**config.mk**
```make
export PLATFORM = sky130hd
export DESIGN_NAME = sort4_sched
export DESIGN_NICKNAME = d
export VERILOG_FILES = /design/src/rtl/sort4_sched.sv
export SDC_FILE = /design/constraint.sdc
export NUM_CORES = 1
export LEC_CHECK = 0
export CAP_MARGIN = 20
export CORE_AREA = 4 4 66 68
export DETAILED_ROUTE_END_ITERATION = 16
export DIE_AREA = 0 0 70 72
export PLACE_DENSITY = 0.86
export SLEW_MARGIN = 40
export SYNTH_ARGS = -nofsm -noshare
export SYNTH_HDL_FRONTEND = slang
export SYNTH_SLANG_ARGS = --single-unit
```
**constraint.sdc**
```tcl
create_clock -name clk -period 3.2 [get_ports clk]
set_clock_uncertainty 0.15 [all_clocks]
set_input_delay 0.64 -clock clk [delete_from_list [all_inputs] [get_ports clk]]
set_output_delay 0.64 -clock clk [all_outputs]
set_load 0.02 [all_outputs]
```
**src/rtl/sort4_sched.sv**
```systemverilog
// Four-lane unsigned sorter: one shared compare-swap unit walks a fixed 5-step network.
// Latency: result valid 6 cycles after the input handshake cycle; initiation interval 7.
// Backpressure: result held in DONE until out_ready; in_ready low until the cycle after.
//
// Optional feature macro: SORT4_SCHED_SWAPCNT_EN (adds swap_cnt output).
//
// Ports:
//   clk, rst        clock, synchronous active-high reset
//   i, in_valid     unsorted word (4 lanes of W bits) and its valid
//   in_ready        high only in IDLE
//   o, out_valid    sorted word (lane 3 largest) and its valid, high only in DONE
//   out_ready       consumer accepts o
//   busy            high while sorting
//   swap_cnt        (optional) number of exchanges made for the current word
module sort4_sched #(
  parameter int W = 4
) (
  input  logic           clk,
  input  logic           rst,
  input  logic [4*W-1:0] i,
  input  logic           in_valid,
  output logic           in_ready,
  output logic [4*W-1:0] o,
  output logic           out_valid,
  input  logic           out_ready,
`ifdef SORT4_SCHED_SWAPCNT_EN
  output logic [2:0]     swap_cnt,
`endif
  output logic           busy
);

  typedef enum logic [1:0] {
    IDLE = 2'd0,
    SORT = 2'd1,
    DONE = 2'd2
  } state_t;

  state_t         state_q;
  logic [2:0]     step_q;
  logic [4*W-1:0] work_q;
  logic [4*W-1:0] work_d;
  logic           in_ready_q;
  logic           out_valid_q;
  logic           busy_q;

  logic [1:0]     hi_idx;
  logic [1:0]     lo_idx;
  logic [W-1:0]   lane_h;
  logic [W-1:0]   lane_l;
  logic           do_swap;

  // Step-to-pair mapping of the 4-input sorting network. Steps 5..7 never
  // occur; they alias the last pair so the decode stays fully specified.
  always_comb begin
    hi_idx = 2'd2;
    lo_idx = 2'd1;
    case (step_q)
      3'd0:    begin hi_idx = 2'd3; lo_idx = 2'd1; end
      3'd1:    begin hi_idx = 2'd2; lo_idx = 2'd0; end
      3'd2:    begin hi_idx = 2'd3; lo_idx = 2'd2; end
      3'd3:    begin hi_idx = 2'd1; lo_idx = 2'd0; end
      default: begin hi_idx = 2'd2; lo_idx = 2'd1; end
    endcase
  end

  // The single shared compare-swap unit. Strict compare: equal lanes stay put.
  always_comb begin
    lane_h  = work_q[int'(hi_idx)*W +: W];
    lane_l  = work_q[int'(lo_idx)*W +: W];
    do_swap = (lane_l > lane_h);
    work_d  = work_q;
    if (do_swap) begin
      work_d[int'(hi_idx)*W +: W] = lane_l;
      work_d[int'(lo_idx)*W +: W] = lane_h;
    end
  end

`ifdef SORT4_SCHED_SWAPCNT_EN
  logic [2:0] swap_cnt_q;
  assign swap_cnt = swap_cnt_q;
`endif

  always_ff @(posedge clk) begin
    if (rst) begin
      state_q     <= IDLE;
      step_q      <= 3'd0;
      work_q      <= '0;
      in_ready_q  <= 1'b1;
      out_valid_q <= 1'b0;
      busy_q      <= 1'b0;
`ifdef SORT4_SCHED_SWAPCNT_EN
      swap_cnt_q  <= 3'd0;
`endif
    end else begin
      case (state_q)
        IDLE: begin
          if (in_valid) begin
            work_q     <= i;
            step_q     <= 3'd0;
            state_q    <= SORT;
            in_ready_q <= 1'b0;
            busy_q     <= 1'b1;
`ifdef SORT4_SCHED_SWAPCNT_EN
            swap_cnt_q <= 3'd0;
`endif
          end
        end
        SORT: begin
          work_q <= work_d;
`ifdef SORT4_SCHED_SWAPCNT_EN
          swap_cnt_q <= swap_cnt_q + {2'b00, do_swap};
`endif
          if (step_q == 3'd4) begin
            // Counter parks at 0 so it never holds an unreachable value.
            step_q      <= 3'd0;
            state_q     <= DONE;
            busy_q      <= 1'b0;
            out_valid_q <= 1'b1;
          end else begin
            step_q <= step_q + 3'd1;
          end
        end
        DONE: begin
          if (out_ready) begin
            state_q     <= IDLE;
            out_valid_q <= 1'b0;
            in_ready_q  <= 1'b1;
          end
        end
        default: begin
          state_q     <= IDLE;
          step_q      <= 3'd0;
          in_ready_q  <= 1'b1;
          out_valid_q <= 1'b0;
          busy_q      <= 1'b0;
        end
      endcase
    end
  end

  assign in_ready  = in_ready_q;
  assign out_valid = out_valid_q;
  assign busy      = busy_q;
  assign o         = work_q;

endmodule

```
# Word level (Yosys, flattened, before mapping)
# Cells that the tools add are included.
# totals
register_bits	24
latch_bits	0
ram_bits	0
romBits	0
in_bits	20
output_inout_bits	19
word_cells	63
n_memories	0
# op_classes
addsub	3
mul	0
div	0
magnitude_cmp	1
n_eq_ne	10
n_shift	6
muxes	23
bitwise_logic	3
reduce_logical	11
# ops
operator	count
$neg 4->33	2
$shift 4x33->16 const A	2
$shiftx 4x33->16	2
$bwmux 16	2
$mux 16	2
$pmux 16 s2	1
$shiftx 16x5->4	2
$reduce_and 3->1	5
$pmux 1 s3	3
$pmux 3 s3	1
$ne 2x2->1 const B	4
$pmux 2 s2	2
$eq 3x2->1 const B	2
$mux 1	6
$mux 2	3
$mux 3	2
$pmux 2 s3	1
$gt 4x4->1	1
$reduce_or 2->1	2
$add 3x1->3 const B	1
$eq 3x1->1 const B	1
$eq 3x3->1 const B	1
$logic_not 3->1	1
$not 1->1	3
5 further kinds	5

# Longest topological paths before layout
# Gate-level depths: netlist of run 1.
# depth
depth_word	9
mapped_depth	14

# Worst setup path after synthesis of run 1
# Ideal clock, no wire load.
# synth_timing
path_kind	reg2reg
from	register step_q[0]
to	register work_q[8] (netlist: o[8])
t_arrival_ps	2863
required_time_ps	2979
path_slack_ps	116
stages_incl_launch_ff	14
synth_period_minus_slack_ps	3084
path_cell_list	dfxtp_1 > ha_1 > ha_1 > clkbuf_1 > mux2i_1 > nand2_1 > o21ai_0 > inv_1 > ha_1 > nor2b_1 > o211ai_1 > a211o_4 > or3b_1 > a21oi_1
# synth_via
elab_chain_len	9
elab_cells_between_ends	23
cone_classes	add/sub (2); order compare (1); eq/ne (4); shift (6); mux (6); reduce/logical (4)
# synth_rtl
item	line	rtl
start: declaration	39	logic [2:0] step_q;
start signal: assignment	120	step_q <= step_q + 3'd1;
$eq 3x2->1, or another cell as far along	57	case (step_q)
$reduce_or 2->1 (no line)	-	
$pmux 2 s2	57	
$shiftx 16x5->4 / $neg 4->33 (equally long branches)	69, 73	
$shiftx 4x33->16 / $shift 4x33->16 (equally long branches)	73	work_d[int'(hi_idx)*W +: W] = lane_l;
$bwmux 16	73	
$bwmux 16	74	work_d[int'(lo_idx)*W +: W] = lane_h;
$mux 16	72	if (do_swap) begin
$pmux 16 s2	95	case (state_q)
end signal: assignment	98	work_q <= i;
end signal: assignment	109	work_q <= work_d;
end: declaration	40	logic [4*W-1:0] work_q;
# Several ways; a longest one is shown, not always the timed one. The select of a mux whose other input is x is not followed.
# A chain may end at the register's enable or synchronous reset.

# Worst setup path in the final report of run 1
# Same ends and word-level chain as after synthesis.

==> results of run 1 <==
cell families (layout without fill, tap and decap cells):
kind of cell,count (synthesis),count (layout),share of synthesized area (%)
AO/OA/AOI/OAI,69,69,32.3
adder cells (fa/ha/maj),8,8,6.07
buffers and inverters,23,66,6.30
flip-flops,24,24,29.2
multiplexers,7,7,4.25
AND/OR/NAND/NOR,82,82,21.9
through the flow:
step / utilization [%] / setup TNS (ns) / power (W)
floorplan: - / 0 / 0.000859
global placement: 54.7 / 0 / 0.00112
detailed placement: 54.7 / 0 / 0.00114
CTS: 56.7 / 0 / 0.00141
global route: 58.2 / -0.0721 / 0.00152
finish: 58.2 / 0 / 0.00145
path summary, 6_finish.rpt:
path,startpoint,endpoint,slack [ns],cells after the start
max,step_q[0],o[8],0.08,11
min,out_valid,out_valid,0.33,2
max reg2reg,step_q[0],o[8],0.08,11
min reg2reg,out_valid,out_valid,0.33,2
registers in the layout (all words and copies together), names as in the netlist:
signal / count
in_ready: 1
busy: 1
out_valid: 1
o: 16
state_q: 2
step_q: 3
cell usage in the layout, fill, tap and decap left out, types with 4 or more instances in the layout:
master,Yosys,routed
a32o_1,4,4
nand2_1,22,22
mux2i_1,7,7
a211oi_1,8,7
a21oi_1,20,20
o221ai_1,4,4
inv_1,11,11
nor2_1,42,42
dfxtp_1,24,22
buf_4,0,13
ha_1,8,6
clkdlybuf4s50_1,0,38
o21ai_0,6,6
power groups by stage:
stage / clock network, W / registers (W) / logic (W)
final: 0.000269 / 0.000459 / 0.000719
after global routing: 0.000284 / 0.000466 / 0.000767
after CTS: 0.000275 / 0.000454 / 0.000686
after detailed placement: 0 / 0.000460 / 0.000678
after global placement: 0 / 0.000461 / 0.000661
after floorplan: 0 / 0.000507 / 0.000351
per-layer routing:
layer	routed length, um	global-route usage, %	vias to the layer above
li1	-	-	858
met2	2280	32.2	94
met5	0	0	-
met3	373	3.46	25
met1	2130	24.7	823
met4	199	10.9	0
repair_timing:
action / CTS / global route
pin swaps: 0 / 3
endpoints found under the setup margin: 3 / 16
gates resized for setup: 2 / 9
setup buffers: 0 / 2
critical path, delay by kind of cell (launching register included):
family                   cells  cell delay [ns]
adder cells (fa/ha/maj)      3             0.77
AO/OA/AOI/OAI                4             0.98
multiplexers                 1             0.14
AND/OR/NAND/NOR              3             0.59
flip-flops                   1             0.38
layout make-up:
type                    count  share of cell area, %
multi-input cells         166                   49.2
well taps                  50                   2.79
clock inverters             1                   1.34
flip-flops and latches     24                   21.6
inverters                  11                   1.84
clock buffers               3                   1.84
repair buffers             51                   21.3
==> impl_metrics.csv, run 1 <==
group,metric,value,unit
logic_synthesis,ys_types,41,
final_layout,area_of_combinational_cells_with_multiple_inputs,0.00110,mm^2
pwr,power.leakage,0.833,nW
timing,post-route-period-util,97.4,%
flow_run,maxCapViolCount,0,
cts,worstSkewPairLatency,0.27,ns
die,placement_rows,23,
timing,final_critical_path_setup_slack,0.0842,ns
grt,wire_length_of_the_first_global_routing_pass,8070,um
final_layout,diodes,0,
logic_synthesis,yosys_warnings,0,
final_layout,area_delta_synth_final,36.1,%
drt,route.detailed.vias_per_inst,5.88,
die,core,0.00386,mm^2
place,io_buffers,38,
timing,timing.slew.headroom,61.7,%
timing,hold_viol,0,
worst_setup_path,crit_path_top_delay_cell,"a211o_4",
worst_setup_path,timing.critical_path.mode_cell,"ha_1",
grt,leftover_overflow_at_the_end_of_global_routing,0,
pwr,clockPowerShare,18.6,%
logic_synthesis,synth_top_area_share,29.2,%
timing,timing.final.max_slew_violations,0,
logic_synthesis,yosys-top-cells-count,"42 x nor2_1, 24 x dfxtp_1, 22 x nand2_1",
die,initial_core_util,42.7,%
worst_setup_path,critPathCaptureType,"flop",
drt,vias,1800,
logic_synthesis,yosysTopAreaCell,"dfxtp_1",
logic_synthesis,synth_area_per_cell,7.74,um^2
final_layout,drive_gt1_share,12.9,%
drt,initialDrtViolationCount,103,
die,die_y,72,um
grt,antenna_violations_before_repair,0,
worst_setup_path,slowest_delay,0.42,ns
pwr,power.share.switching,39.9,%
logic_synthesis,synth-seq-area-share,29.2,%
worst_setup_path,criticalPathCategory,"reg2reg",
die,boundaryPins,39,
place,placement.cell_area,0.00211,mm^2
pwr,cellPowerDensity,645,mW/mm^2
final_layout,num-fill-cells,347,
worst_setup_path,cp_data_arrival_time,3.15,ns
place,dp_cells,300,
grt,first_global_vias,1743,
drt,drt.antenna.violating_nets,0,
worst_setup_path,path_max_fanout,9,
worst_setup_path,setup.worst_path.start_class,"flop",
pwr,comb_power_share,49.7,%
final_layout,number_of_nets_in_the_final_layout,285,
pwr,intPower,0.000869,W
drt,drc,0,
die,chipWidth,70,um
cts,deepest_clock_path_buffer_count,2,
timing,worst_pin_slew,0.573,ns
pwr,proportion_of_power_drawn_by_flip_flops_and_latches,31.7,%
cts,cts_tree,"built",
final_layout,seq_area,485,um^2
logic_synthesis,yosys_most_used_dff,"dfxtp_1",
final_layout,post-route-cell-area,0.00224,mm^2
drt,detail_route.wl_per_cell,16.3,um
logic_synthesis,postSynthCellCount,213,
cts,inserted_clock_buffers,3,
final_layout,stdcell_count,306,
timing,hold_slack,0.325,ns
cts,root_buffer,"clkbuf_8",
grt,grt_start_max_net_pins,18,
logic_synthesis,number_of_enable_type_register_cells_in_the_synthesized_netlist,0,
cts,ctsHtreeMaxLevel,1,
worst_setup_path,crit_path_cell_trace,"ha_1 > ha_4 > mux2i_1 > nand2_1 > o21ai_0 > ha_1 > nor2b_1 > o211ai_1 > a211o_4 > or3b_1 > a21oi_1",
logic_synthesis,ys_top_cells_by_area,"dfxtp_1 29%, nor2_1 9.6%, a21oi_1 6.1%, ha_1 6.1%, nand2_1 5.0%",
timing,maxClockFrequency,0.321,GHz
timing,setup_viol_count_final,0,
outcome,run_status,"complete, no violations",
min_path,min-delay-path-class,"reg2reg",
die,die-area,0.00504,mm^2
logic_synthesis,synth.ff_latch_count,24,
logic_synthesis,async_flop_share,0,%
logic_synthesis,syn-cell-area,0.00165,mm^2
cts,cts.sinks,24,
worst_setup_path,cp.required,3.23,ns
drt,dr.pass1.iters,5,
drt,postRouteWirelength,4980,um
logic_synthesis,synth_most_common_cell,"nor2_1",
logic_synthesis,syn_nets,241,
cts,worst_setup_hold_path_clk_slew,0.09,ns
place,dp_slack,0.0114,ns
place,final_weighted_congestion_in_routability_driven_placement,1.01,
place,dp_hpwl,3600,um
pwr,maximum_vdd_drop,0.339,mV
cts,cts_hold_buf,0,
grt,grtUsageTotal,19.7,%
pwr,net-switching-power,0.000577,W
timing,tmin_final,3.12,ns
(Power assumes the default switching activity.)
==> run 2, diff against run 1 <==
Settings changed: ABC_AREA from default to 1, CORE_AREA 4 4 66 68 to 4 4 67 69, DIE_AREA 0 0 70 72 to 0 0 71 73.
==> run 2 against run 1 <==
First-iteration DRC count up 56%; critical path depth up 5; register-to-register slack better by 0.32 ns; die area up 2.8%; non-clock buffer count fell by 11; sequential power is 19% lower; core utilization shrank 1.8 points; clock power increased by 3%.
==> impl_metrics.csv, run 2 <==
group,metric,value,unit
grt,leftover_overflow_at_the_end_of_global_routing,0,
flow_run,maxCapViolCount,0,
timing,timing.slew.headroom,60.1,%
cts,worst_setup_hold_path_clk_slew,0.09,ns
grt,top_usage_layer,"met2",
logic_synthesis,syn-cell-area,0.00172,mm^2
cts,worstSkewPairLatency,0.28,ns
cts,post_cts.resized_instances,0,
place,dp_hpwl,3650,um
logic_synthesis,yosys-top-cells-count,"105 x nand2_1, 33 x inv_1, 27 x nor2_1",
timing,maxClockFrequency,0.357,GHz
drt,initialDrtViolationCount,161,
drt,dr.pass1.iters,4,
timing,hold_viol,0,
grt,use_met2,32.6,%
pwr,cellPowerDensity,541,mW/mm^2
place,final_weighted_congestion_in_routability_driven_placement,1.02,
timing,worst_pin_slew,0.599,ns
grt,grtUsageTotal,19.1,%
final_layout,diodes,0,
final_layout,number_of_nets_in_the_final_layout,357,
cts,inserted_clock_buffers,3,
logic_synthesis,syn_nets,318,
final_layout,num-fill-cells,407,
worst_setup_path,criticalPathCategory,"reg2reg",
drt,drt.antenna.violating_nets,0,
place,io_buffers,38,
grt,wire_length_of_the_first_global_routing_pass,8070,um
grt,antenna_violations_before_repair,0,
logic_synthesis,ys_top_cells_by_area,"dfxtp_1 28%, nand2_1 23%, nand3_1 7.6%, inv_1 7.2%, nor2_1 5.9%",
timing,rsz_0062_raised_after_global_routing,"false",
final_layout,final_common_cell,"nand2_1",
worst_setup_path,cp.required,3.26,ns
final_layout,area_of_combinational_cells_with_multiple_inputs,0.00105,mm^2
logic_synthesis,yosys_most_used_dff,"dfxtp_1",
die,die-area,0.00518,mm^2
logic_synthesis,synth_top_area_share,28.0,%
logic_synthesis,synth_area_per_cell,5.92,um^2
cts,ctsHtreeMaxLevel,1,
grt,met1_usage,24.4,%
logic_synthesis,ys_types,23,
place,placement.cell_area,0.00214,mm^2
final_layout,seq_area,480,um^2
final_layout,drive_gt1_share,8.23,%
drt,vias,1946,
cts,cts_tree,"built",
timing,tmin_final,2.80,ns
timing,setup-tns-final,0,ns
timing,setup_viol_count_final,0,
logic_synthesis,synth_most_common_cell,"nand2_1",
cts,cts.sinks,24,
worst_setup_path,cp_data_arrival_time,2.86,ns
die,placement_rows,23,
min_path,min-delay-path-class,"reg2reg",
final_layout,post-route-cell-area,0.00221,mm^2
final_layout,layout.cells.most_common_list,"105 x nand2_1, 38 x clkdlybuf4s50_1, 33 x inv_1",
grt,grt_start_max_net_pins,20,
drt,route.detailed.vias_per_inst,5.15,
drt,detail_route.wl_per_cell,12.5,um
logic_synthesis,synth-seq-area-share,28.0,%
die,die_y,73,um
final_layout,largest_reg_flops,16,
worst_setup_path,critPathCaptureType,"flop",
worst_setup_path,setup.worst_path.start_class,"flop",
timing,post-route-period-util,87.5,%
cts,root_buffer,"clkbuf_8",
logic_synthesis,number_of_enable_type_register_cells_in_the_synthesized_netlist,0,
pwr,maximum_vdd_drop,0.269,mV
cts,deepest_clock_path_buffer_count,2,
final_layout,area_delta_synth_final,28.7,%
worst_setup_path,path_max_fanout,10,
final_layout,finalCoreUtilization,56.4,%
cts,cts_hold_buf,0,
die,chipWidth,71,um
grt,grtUsageMet3,4.41,%
die,core,0.00391,mm^2
logic_synthesis,synth.ff_latch_count,24,
logic_synthesis,postSynthCellCount,290,
die,initial_core_util,43.8,%
pwr,power.leakage,1.09,nW
drt,drc,0,
logic_synthesis,yosysTopAreaCell,"dfxtp_1",
grt,first_global_vias,1889,
cts,post_cts_buffers,0,
drt,postRouteWirelength,4720,um
outcome,run_status,"complete, no violations",
timing,timing.final.max_slew_violations,0,
logic_synthesis,async_flop_share,0,%
die,boundaryPins,39,
logic_synthesis,yosys_warnings,0,
-- run 2: per-layer routing --
layer	share of wire (%)	vias up
met5	0	-
met4	2.0	0
met3	8.6	14
met2	48	79
met1	41	855
li1	-	998
-- run 2: worst paths after layout --
check / depth (start not counted) / endpoint / start / slack (ns)
max: 16 / o[8] / step_q[2] / 0.40
min: 2 / out_valid / out_valid / 0.33
max reg2reg: 16 / o[8] / step_q[2] / 0.40
min reg2reg: 2 / out_valid / out_valid / 0.33
-- run 2: area by class of cell --
| cell class | instances | area share (%) |
|---|---|---|
| multi-input cells | 221 | 47.6 |
| flip-flops and latches | 24 | 21.8 |
| repair buffers | 40 | 17.9 |
| inverters | 39 | 6.63 |
| well taps | 50 | 2.83 |
| clock buffers | 3 | 1.87 |
| clock inverters | 1 | 1.36 |
-- run 2: report_power, final --
group | switching [W] | internal (W)
combinational | 0.000334 | 0.000212
sequential | 0.0000293 | 0.000344
clock | 0.000108 | 0.000168
-- run 2: worst max-delay path, stage by stage (launching register included) --
cell and delay, ns:
dfxtp_1 0.43, inv_2 0.13, ha_1 0.27, nor2_2 0.27, nand2_1 0.15, nand3_1 0.14
inv_1 0.06, ha_1 0.27, nand2_1 0.06, nor2_1 0.03, nor2_1 0.08, nand2_1 0.06
nand2_1 0.15, nand2_1 0.21, nand2_1 0.10, nand2_1 0.05, a21oi_1 0.12
-- run 2: logic make-up (layout without fill, tap and decap cells) --
family	after synthesis	count (layout)	synth area share, %
buf+inv	45	83	10.6
flops	24	24	28.0
compound gates	30	30	9.56
fa+ha+maj	8	8	5.84
simple gates	183	183	46.0
-- run 2: through the flow --
| stage | hold slack (ns) | power (W) | cells | worst slack (ns) |
|---|---|---|---|---|
| 2_1_floorplan | 0.322 | 0.000732 | 290 | 0.789 |
| 3_3_place_gp | 0.303 | 0.000908 | 374 | 0.498 |
| 3_5_place_dp | 0.317 | 0.000919 | 374 | 0.465 |
| 4_1_cts | 0.333 | 0.00119 | 378 | 0.413 |
| 5_1_grt | 0.357 | 0.00128 | 378 | 0.0764 |
| 6_report | 0.332 | 0.00120 | 378 | 0.401 |
==> run 3, diff against run 2 <==
Settings changed: CTS_CLUSTER_DIAMETER from default to 120.
==> results of run 3 <==
Final layout, timing and power as in run 2 (identical DEF).
